`config.mk`:
```
export PLATFORM = sky130hd
export DESIGN_NAME = fetch_sequencer
export DESIGN_NICKNAME = d
export VERILOG_FILES = /design/src/rtl/fetch_sequencer.sv
export SDC_FILE = /design/constraint.sdc
export NUM_CORES = 1
export LEC_CHECK = 0
export BUFFER_PORTS_ARGS = -buffer_cell sky130_fd_sc_hd__buf_2
export CORE_ASPECT_RATIO = 0.9
export CORE_UTILIZATION = 30
export DETAILED_ROUTE_END_ITERATION = 8
export PLACE_DENSITY_LB_ADDON = 0.08
export SKIP_LAST_GASP = 1
export SLEW_MARGIN = 10
export SYNTH_ARGS = -nofsm -noshare
export SYNTH_HDL_FRONTEND = slang
export SYNTH_SLANG_ARGS = --single-unit
```
`constraint.sdc`:
```
create_clock -name clock -period 1.63 [get_ports clock]
set_clock_uncertainty 0.15 [all_clocks]
set_input_delay 0 -clock clock [delete_from_list [all_inputs] [get_ports clock]]
set_output_delay 0 -clock clock [all_outputs]
set_load 0.02 [all_outputs]
```
`src/rtl/fetch_sequencer.sv`:
```
// fetch_sequencer: self-timed PC / instruction-fetch FSM with memory handshake, branch load and timeout.
module fetch_sequencer #(
  parameter int ADDR_W   = 16,
  parameter int DATA_W   = 16,
  parameter int OPC_W    = 4,
  parameter int REG_W    = 5,
  parameter int PC_STEP  = 1,
  parameter int RESET_PC = 0,
  parameter int TIMEOUT  = 15
) (
  input  logic              clock,
  input  logic              reset,
  input  logic              fetch_start,
  input  logic              pc_load,
  input  logic [ADDR_W-1:0] pc_load_value,
  output logic              mem_req,
  output logic [ADDR_W-1:0] mem_addr,
  input  logic [DATA_W-1:0] mem_rdata,
  input  logic              mem_valid,
  output logic [ADDR_W-1:0] pc_out,
  output logic [DATA_W-1:0] midr_out,
  output logic [OPC_W-1:0]  ir_out,
  output logic [REG_W-1:0]  rg1_out,
  output logic [REG_W-1:0]  rg2_out,
  output logic              instr_valid,
  output logic              fetch_error,
  output logic              busy
);
  typedef enum logic [1:0] {IDLE, REQ, LATCH} state_t;
  localparam int CW = TIMEOUT > 1 ? $clog2(TIMEOUT) : 1;
  state_t            r_state;
  logic [CW-1:0]     r_cnt;
  logic [ADDR_W-1:0] r_pc;
  logic [DATA_W-1:0] r_midr;
  logic [OPC_W-1:0]  r_ir;
  logic [REG_W-1:0]  r_rg1;
  logic [REG_W-1:0]  r_rg2;
  logic              r_mem_req;
  logic              r_instr_valid;
  logic              r_fetch_error;
  logic              r_busy;
  logic              w_timeout;
  // r_cnt counts completed REQ edges; the TIMEOUT-th one aborts unless mem_valid wins
  assign w_timeout   = (TIMEOUT > 0) && (r_cnt == CW'(TIMEOUT - 1));
  assign mem_req     = r_mem_req;
  assign mem_addr    = r_pc;
  assign pc_out      = r_pc;
  assign midr_out    = r_midr;
  assign ir_out      = r_ir;
  assign rg1_out     = r_rg1;
  assign rg2_out     = r_rg2;
  assign instr_valid = r_instr_valid;
  assign fetch_error = r_fetch_error;
  assign busy        = r_busy;
  always_ff @(posedge clock) begin
    if (reset) begin
      r_state       <= IDLE;
      r_cnt         <= '0;
      r_pc          <= ADDR_W'(RESET_PC);
      r_midr        <= '0;
      r_ir          <= '0;
      r_rg1         <= '0;
      r_rg2         <= '0;
      r_mem_req     <= 1'b0;
      r_instr_valid <= 1'b0;
      r_fetch_error <= 1'b0;
      r_busy        <= 1'b0;
    end else begin
      r_instr_valid <= 1'b0;
      r_fetch_error <= 1'b0;
      case (r_state)
        IDLE: begin
          if (pc_load) r_pc <= pc_load_value;
          if (fetch_start) begin
            r_state   <= REQ;
            r_cnt     <= '0;
            r_mem_req <= 1'b1;
            r_busy    <= 1'b1;
          end
        end
        REQ: begin
          if (mem_valid) begin
            r_midr    <= mem_rdata;
            r_state   <= LATCH;
            r_mem_req <= 1'b0;
          end else if (w_timeout) begin
            r_state       <= IDLE;
            r_mem_req     <= 1'b0;
            r_busy        <= 1'b0;
            r_fetch_error <= 1'b1;
          end else begin
            r_cnt <= r_cnt + CW'(1);
          end
        end
        LATCH: begin
          r_ir          <= r_midr[DATA_W-1 -: OPC_W];
          r_rg1         <= r_midr[DATA_W-OPC_W-1 -: REG_W];
          r_rg2         <= r_midr[DATA_W-OPC_W-REG_W-1 -: REG_W];
          r_pc          <= r_pc + ADDR_W'(PC_STEP);
          r_instr_valid <= 1'b1;
          r_state       <= IDLE;
          r_busy        <= 1'b0;
        end
        default: begin
          r_state   <= IDLE;
          r_mem_req <= 1'b0;
          r_busy    <= 1'b0;
        end
      endcase
    end
  end
endmodule

```
==> results.sh, run 1 <==
export IMPL_r2r_end="mem_addr[12]$_SDFFE_PP0P_"
export IMPL_track_usage=0.1700
export IMPL_p_sw_frac=0.2831
export IMPL_grt_max_degree=33
export IMPL_crit_chain="ha_4, and2_4, nand4_4, or3_1, a31oi_1"
export IMPL_seq_area_frac_synth=0.4453
export IMPL_maxSlewHeadroom=0.7548
export IMPL_clockPowerShare=0.284
export IMPL_drive_gt1_frac=0.3560
export IMPL_rsz0062_at_grt="true"
export IMPL_area_delta_synth_final_pct=46.27
export IMPL_grt_pass1_vias=2515
export IMPL_cts_tree="done"
export IMPL_clk_latency_ns=0.30
export IMPL_worstHoldPathType="in -> reg"
export IMPL_root_buffer="clkbuf_8"
export IMPL_vias=2635
export IMPL_drv_slew=0
export IMPL_layout_commonest_cell="buf_2"
export IMPL_chipHeight_um=88.91
export IMPL_synthDistinctLibCells=38
export IMPL_die_area_um2=8762
export IMPL_final_cell_mix="buf_2, nand2_1, dfxtp_1"
export IMPL_num_rows=31
export IMPL_fin_util=0.4542
export IMPL_min_period_ns=1.549
export IMPL_powerDensity_nw_per_um2=767.1
export IMPL_numPortBuffers=102
export IMPL_setup_ws_ns=0.08110
export IMPL_finalCritPeriodShare=0.9502
export IMPL_drc=0
export IMPL_reg2reg_from="mem_addr[1]$_SDFFE_PP0P_"
export IMPL_end_kind="flip-flop"
export IMPL_start_util=0.3105
export IMPL_clk_pin_slew_ns=0.10
export IMPL_viasPerCell=4.756
export IMPL_chipWidth_um=98.56
export IMPL_drtAntennaViolNets=0
export IMPL_critical_path_max_stage_delay_ns=0.39
export IMPL_design_core_area_um2=8107
export IMPL_arrival_ns=1.64
export IMPL_antenna_found_initial=0
export IMPL_n_antenna_cell=0
export IMPL_min_path_cells=4
export IMPL_clockBufferDepth=2
export IMPL_min_to="mem_addr[2]$_SDFFE_PP0P_"
export IMPL_status="complete, no violations"
export IMPL_hold_viol_final=0
export IMPL_grt_remaining_overflow=0
export IMPL_p_seq_frac=0.516
export IMPL_comb_power_share=0.199
export IMPL_final_net_count=494
export IMPL_pre_cts_ws_ns=0.009071
export IMPL_netlist_area_leader_share=0.4453
export IMPL_drtIter0Drc=64
export IMPL_ys_ff_latch=56
export IMPL_rr_worst_depth=5
export IMPL_cts_max_level=2
export IMPL_gp_congestion=0.7881
export IMPL_syn_avg_cell_area_um2=8.017
export IMPL_synth_area_um2=2517
export IMPL_wl_per_cell_um=13.16
export IMPL_setup_viol=0
export IMPL_r2r_slack_ns=0.08
export IMPL_syn_inst=314
export IMPL_cts_sinks=56
export IMPL_drv_cap=0
export IMPL_hold_ws_ns=0.02003
export IMPL_yosysWarningCount=0
export IMPL_p_leak_uw=0.001640
export IMPL_wirelength_um=7290
export IMPL_grt_pass1_wl_um=11890
export IMPL_dpl_hpwl_um=5091
export IMPL_cp_start_kind="flip-flop"
export IMPL_hold_start="pc_load"
export IMPL_switchingPower_uw=799.7
export IMPL_first_pass_iters=4
export IMPL_p_int_uw=2025
export IMPL_critPathMaxFanout=6
export IMPL_io_pins=103
export IMPL_vdd_ir_drop_max_mv=0.3622
export IMPL_critPathKind="reg -> reg"
export IMPL_slowest_stage="or3_1"
export IMPL_worstMarginPinSlew_ns=0.3678
export IMPL_ys_top_cells_by_area="dfxtp_1, nand2_1, a21oi_1"
export IMPL_numCtsBuffers=5
export IMPL_fmax_mhz=645.6
export IMPL_yosys_area_top_type="dfxtp_1"
export IMPL_syn_num_nets=354
export IMPL_worstPathRequired_ns=1.72
-- timing repair --
item                                   4_1_cts  5_1_grt
setup endpoints to repair                    1       17
buffers inserted                             0        2
hold buffers                                35        0
endpoints found under the hold margin       34        0
pin swaps                                    0        4
gates resized for setup                      1       11
-- worst max-delay path by stage --
stage                                           end  depth (start not counted)                startpoint
after floorplan           mem_addr[11]$_SDFFE_PP0P_                          4  mem_addr[6]$_SDFFE_PP0P_
after global placement    mem_addr[12]$_SDFFE_PP0P_                          5  mem_addr[1]$_SDFFE_PP0P_
after detailed placement   mem_addr[2]$_SDFFE_PP0P_                          5  mem_addr[1]$_SDFFE_PP0P_
after CTS                 mem_addr[14]$_SDFFE_PP0P_                          5  mem_addr[1]$_SDFFE_PP0P_
after global routing      mem_addr[14]$_SDFFE_PP0P_                          5  mem_addr[0]$_SDFFE_PP0P_
final                     mem_addr[12]$_SDFFE_PP0P_                          5  mem_addr[1]$_SDFFE_PP0P_
-- sequential cells by signal, indices dropped and copies added, names as in the netlist, 2 cells and up --
name      cells
mem_addr     16
midr_out     16
rg1_out       5
rg2_out       5
ir_out        4
r_cnt         4
r_state       2
-- stage by stage --
step / cell area, µm² / std cells / TNS (ns) / power (µW)
floorplan: 2525 / 314 / 0 / 1788
global placement: 3188 / 509 / 0 / 1976
detailed placement: 3188 / 509 / 0 / 1978
CTS: 3637 / 552 / 0 / 2859
global route: 3682 / 554 / -0.03240 / 2971
finish: 3682 / 554 / 0 / 2825
-- area by class of cell --
cell class,instances,area [µm²]
inverters,2,7.507
multi-input cells,221,1204
well taps,99,123.9
clock buffers,6,82.58
flip-flops and latches,56,1131
clock inverters,2,15.01
repair buffers,168,1119
fillers,835,4424
-- per-layer routing --
| layer | vias up | wire length (µm) | global-route usage |
|---|---|---|---|
| met5 | - | 0 | 0 |
| met1 | 1206 | 3645 | 0.2231 |
| li1 | 1358 | - | - |
| met3 | 5 | 294 | 0.02893 |
| met2 | 66 | 3309 | 0.2977 |
| met4 | 0 | 42 | 0.03664 |
-- synthesized netlist by cell type --
| cell | number |
|---|---|
| nand4_2 | 1 |
| nand2_1 | 77 |
| o21ai_0 | 5 |
| nor2_1 | 14 |
| nand2_2 | 1 |
| nor3_1 | 5 |
| o22a_1 | 1 |
| nand2b_1 | 4 |
| or3_1 | 8 |
| and4_1 | 1 |
| a21oi_1 | 40 |
| clkbuf_1 | 6 |
| and3_1 | 4 |
| a311oi_1 | 1 |
| a31oi_1 | 13 |
| nand3_1 | 9 |
| nand4_1 | 5 |
| a311o_1 | 1 |
| and3_2 | 1 |
| buf_2 | 9 |
| nand4_4 | 1 |
| or2_2 | 2 |
| inv_1 | 2 |
| mux2i_1 | 1 |
| dfxtp_1 | 56 |
| and2b_1 | 1 |
| or4_1 | 1 |
| o211ai_1 | 9 |
| nor2b_1 | 3 |
| a211oi_1 | 2 |
| buf_6 | 1 |
| nor2b_4 | 1 |
| ha_1 | 3 |
| a2111oi_0 | 1 |
| a2bb2oi_1 | 4 |
| buf_4 | 17 |
| and2_2 | 1 |
| buf_1 | 2 |
-- logic make-up (layout without fill, tap and decap cells) --
logic type      count (synthesis)  count (layout)  share of synthesized area
flops                          56              56                     0.4453
fa+ha+maj                       3               3                    0.01491
compound gates                 77              77                     0.1829
simple gates                  140             140                     0.2649
buf+inv                        37             178                    0.08797
mux                             1               1                   0.003976
-- power groups by stage --
stage	Combinational (µW)	Clock (µW)	Sequential (µW)
finish	563	803	1460
global route	621	884	1470
CTS	555	847	1460
detailed placement	490	0	1490
global placement	489	0	1490
floorplan	232	0	1560
-- critical path: cells and delay by family (launching register included) --
| kind | cells | cell delay (ns) |
|---|---|---|
| AO/OA/AOI/OAI | 1 | 0.12 |
| adder cells (fa/ha/maj) | 1 | 0.14 |
| flip-flops | 1 | 0.38 |
| AND/OR/NAND/NOR | 3 | 0.69 |
No activity file was read; power rests on OpenSTA's default activity.
==> run 2: changes to the inputs <==
==> constraint.sdc (replaced) <==
create_clock -name clock -period 1.6 [get_ports clock]
set_clock_uncertainty 0.15 [all_clocks]
set_input_delay 0 -clock clock [delete_from_list [all_inputs] [get_ports clock]]
set_output_delay 0 -clock clock [all_outputs]
set_load 0.02 [all_outputs]
==> results.sh, run 2 (synthesized netlist as in run 1, its figures left out) <==
export IMPL_cts_max_level=2
export IMPL_clk_latency_ns=0.30
export IMPL_critical_path_buf_inv_count=0
export IMPL_maxSlewHeadroom=0.7057
export IMPL_chipWidth_um=98.56
export IMPL_crit_chain="ha_4, and2_4, nand4_4, or3_1, a31oi_1"
export IMPL_met1_usage=0.2191
export IMPL_slowest_stage="or3_1"
export IMPL_critical_path_max_stage_delay_ns=0.39
export IMPL_busiest_layer="met2"
export IMPL_dpl_hpwl_um=4867
export IMPL_drtAntennaViolNets=0
export IMPL_chipHeight_um=88.91
export IMPL_grt_pass1_vias=2271
export IMPL_end_kind="flip-flop"
export IMPL_powerDensity_nw_per_um2=774.5
export IMPL_start_util=0.3105
export IMPL_fmax_mhz=646.4
export IMPL_hold_ws_ns=0.01190
export IMPL_worstMarginPinSlew_ns=0.4414
export IMPL_clockBufferDepth=2
export IMPL_drv_slew=0
export IMPL_p_leak_uw=0.001647
export IMPL_crit_path_start="mem_addr[0]$_SDFFE_PP0P_"
export IMPL_cts_sinks=56
export IMPL_antenna_found_initial=0
export IMPL_cts_tree="done"
export IMPL_crit_family="simple AND/OR/NAND/NOR gates"
export IMPL_grt_max_degree=22
export IMPL_grt_use_met2=0.2522
export IMPL_numCtsBuffers=5
export IMPL_worstPathRequired_ns=1.68
export IMPL_pre_cts_ws_ns=-0.02130
export IMPL_layout_commonest_cell="buf_2"
export IMPL_final_cell_mix="buf_2, nand2_1, dfxtp_1"
export IMPL_reg2reg_from="mem_addr[0]$_SDFFE_PP0P_"
export IMPL_critPathKind="reg -> reg"
export IMPL_drv_cap=0
export IMPL_drtIter0Drc=67
export IMPL_grtUsageMet3=0.03206
export IMPL_drive_gt1_frac=0.3611
export IMPL_setup_viol=0
export IMPL_numPortBuffers=102
export IMPL_status="complete, no violations"
export IMPL_min_period_ns=1.547
export IMPL_cp_start_kind="flip-flop"
export IMPL_clk_pin_slew_ns=0.10
export IMPL_hold_start="mem_valid"
export IMPL_hold_viol_final=0
export IMPL_n_antenna_cell=0
export IMPL_die_area_um2=8762
export IMPL_first_pass_iters=6
export IMPL_wl_per_cell_um=12.55
export IMPL_root_buffer="clkbuf_8"
export IMPL_setup_ws_ns=0.05285
export IMPL_vdd_ir_drop_max_mv=0.3247
export IMPL_grt_remaining_overflow=0
export IMPL_finalInstanceArea_um2=3687
export IMPL_track_usage=0.1566
export IMPL_arrival_ns=1.63
export IMPL_finalCritPeriodShare=0.9670
export IMPL_area_delta_synth_final_pct=46.47
export IMPL_io_pins=103
export IMPL_viasPerCell=4.703
export IMPL_critPathMaxFanout=6
export IMPL_drc=0
export IMPL_final_net_count=496
export IMPL_tns_ns=0
export IMPL_worstHoldPathType="in -> reg"
export IMPL_rsz0062_at_grt="true"
export IMPL_num_rows=31
export IMPL_vias=2615
export IMPL_place_area_um2=3193
export IMPL_wirelength_um=6977
export IMPL_gp_congestion=0.7288
export IMPL_design_core_area_um2=8107
export IMPL_grt_pass1_wl_um=11070
-- run 2: final cells by class --
class / count / area (µm²)
fill: 836 / 4419
multi-input combinational: 221 / 1205
sequential: 56 / 1136
timing repair buffer: 170 / 1121
tap: 99 / 123.9
clock buffer: 7 / 86.33
clock inverter: 1 / 7.507
inverter: 2 / 7.507
-- run 2: per-stage QoR --
step	total power, µW	utilization	cells
finish	2856	0.4549	556
global route	3019	0.4549	556
CTS	2891	0.4501	554
detailed placement	2012	0.3939	510
global placement	2011	0.3939	510
floorplan	1824	-	314
-- run 2: layer usage --
| layer | vias up | wire length, µm |
|---|---|---|
| li1 | 1358 | - |
| met1 | 1181 | 3531 |
| met2 | 71 | 3092 |
| met3 | 5 | 309 |
| met4 | 0 | 43 |
| met5 | - | 0 |
-- run 2: worst register-to-register path: stages, from the launching register on --
cell and delay [ns]:
dfxtp_4 0.38, ha_4 0.13, and2_4 0.17, nand4_4 0.13
or3_1 0.39, a31oi_1 0.13
-- run 2: repair_timing --
action,CTS,global route
gates resized for setup,2,8
setup endpoints to repair,16,22
buffers inserted,1,2
endpoints found under the hold margin,39,0
pin swaps,1,7
hold buffers,35,0
-- run 2: report_power, final --
part	switching (µW)	internal [µW]	total, µW
sequential	37.7	1450	1490
clock	451	353	804
combinational	304	262	566
total	792	2060	2860
-- run 2: path summary, 6_finish.rpt --
check | to | slack, ns | cells after the start
setup / recovery | mem_addr[12]$_SDFFE_PP0P_ | 0.05 | 5
setup reg to reg | mem_addr[12]$_SDFFE_PP0P_ | 0.05 | 5
hold / removal | r_state[0]$_SDFFE_PP0P_ | 0.01 | 4
hold reg to reg | ir_out[2]$_SDFFE_PP0P_ | 0.31 | 2
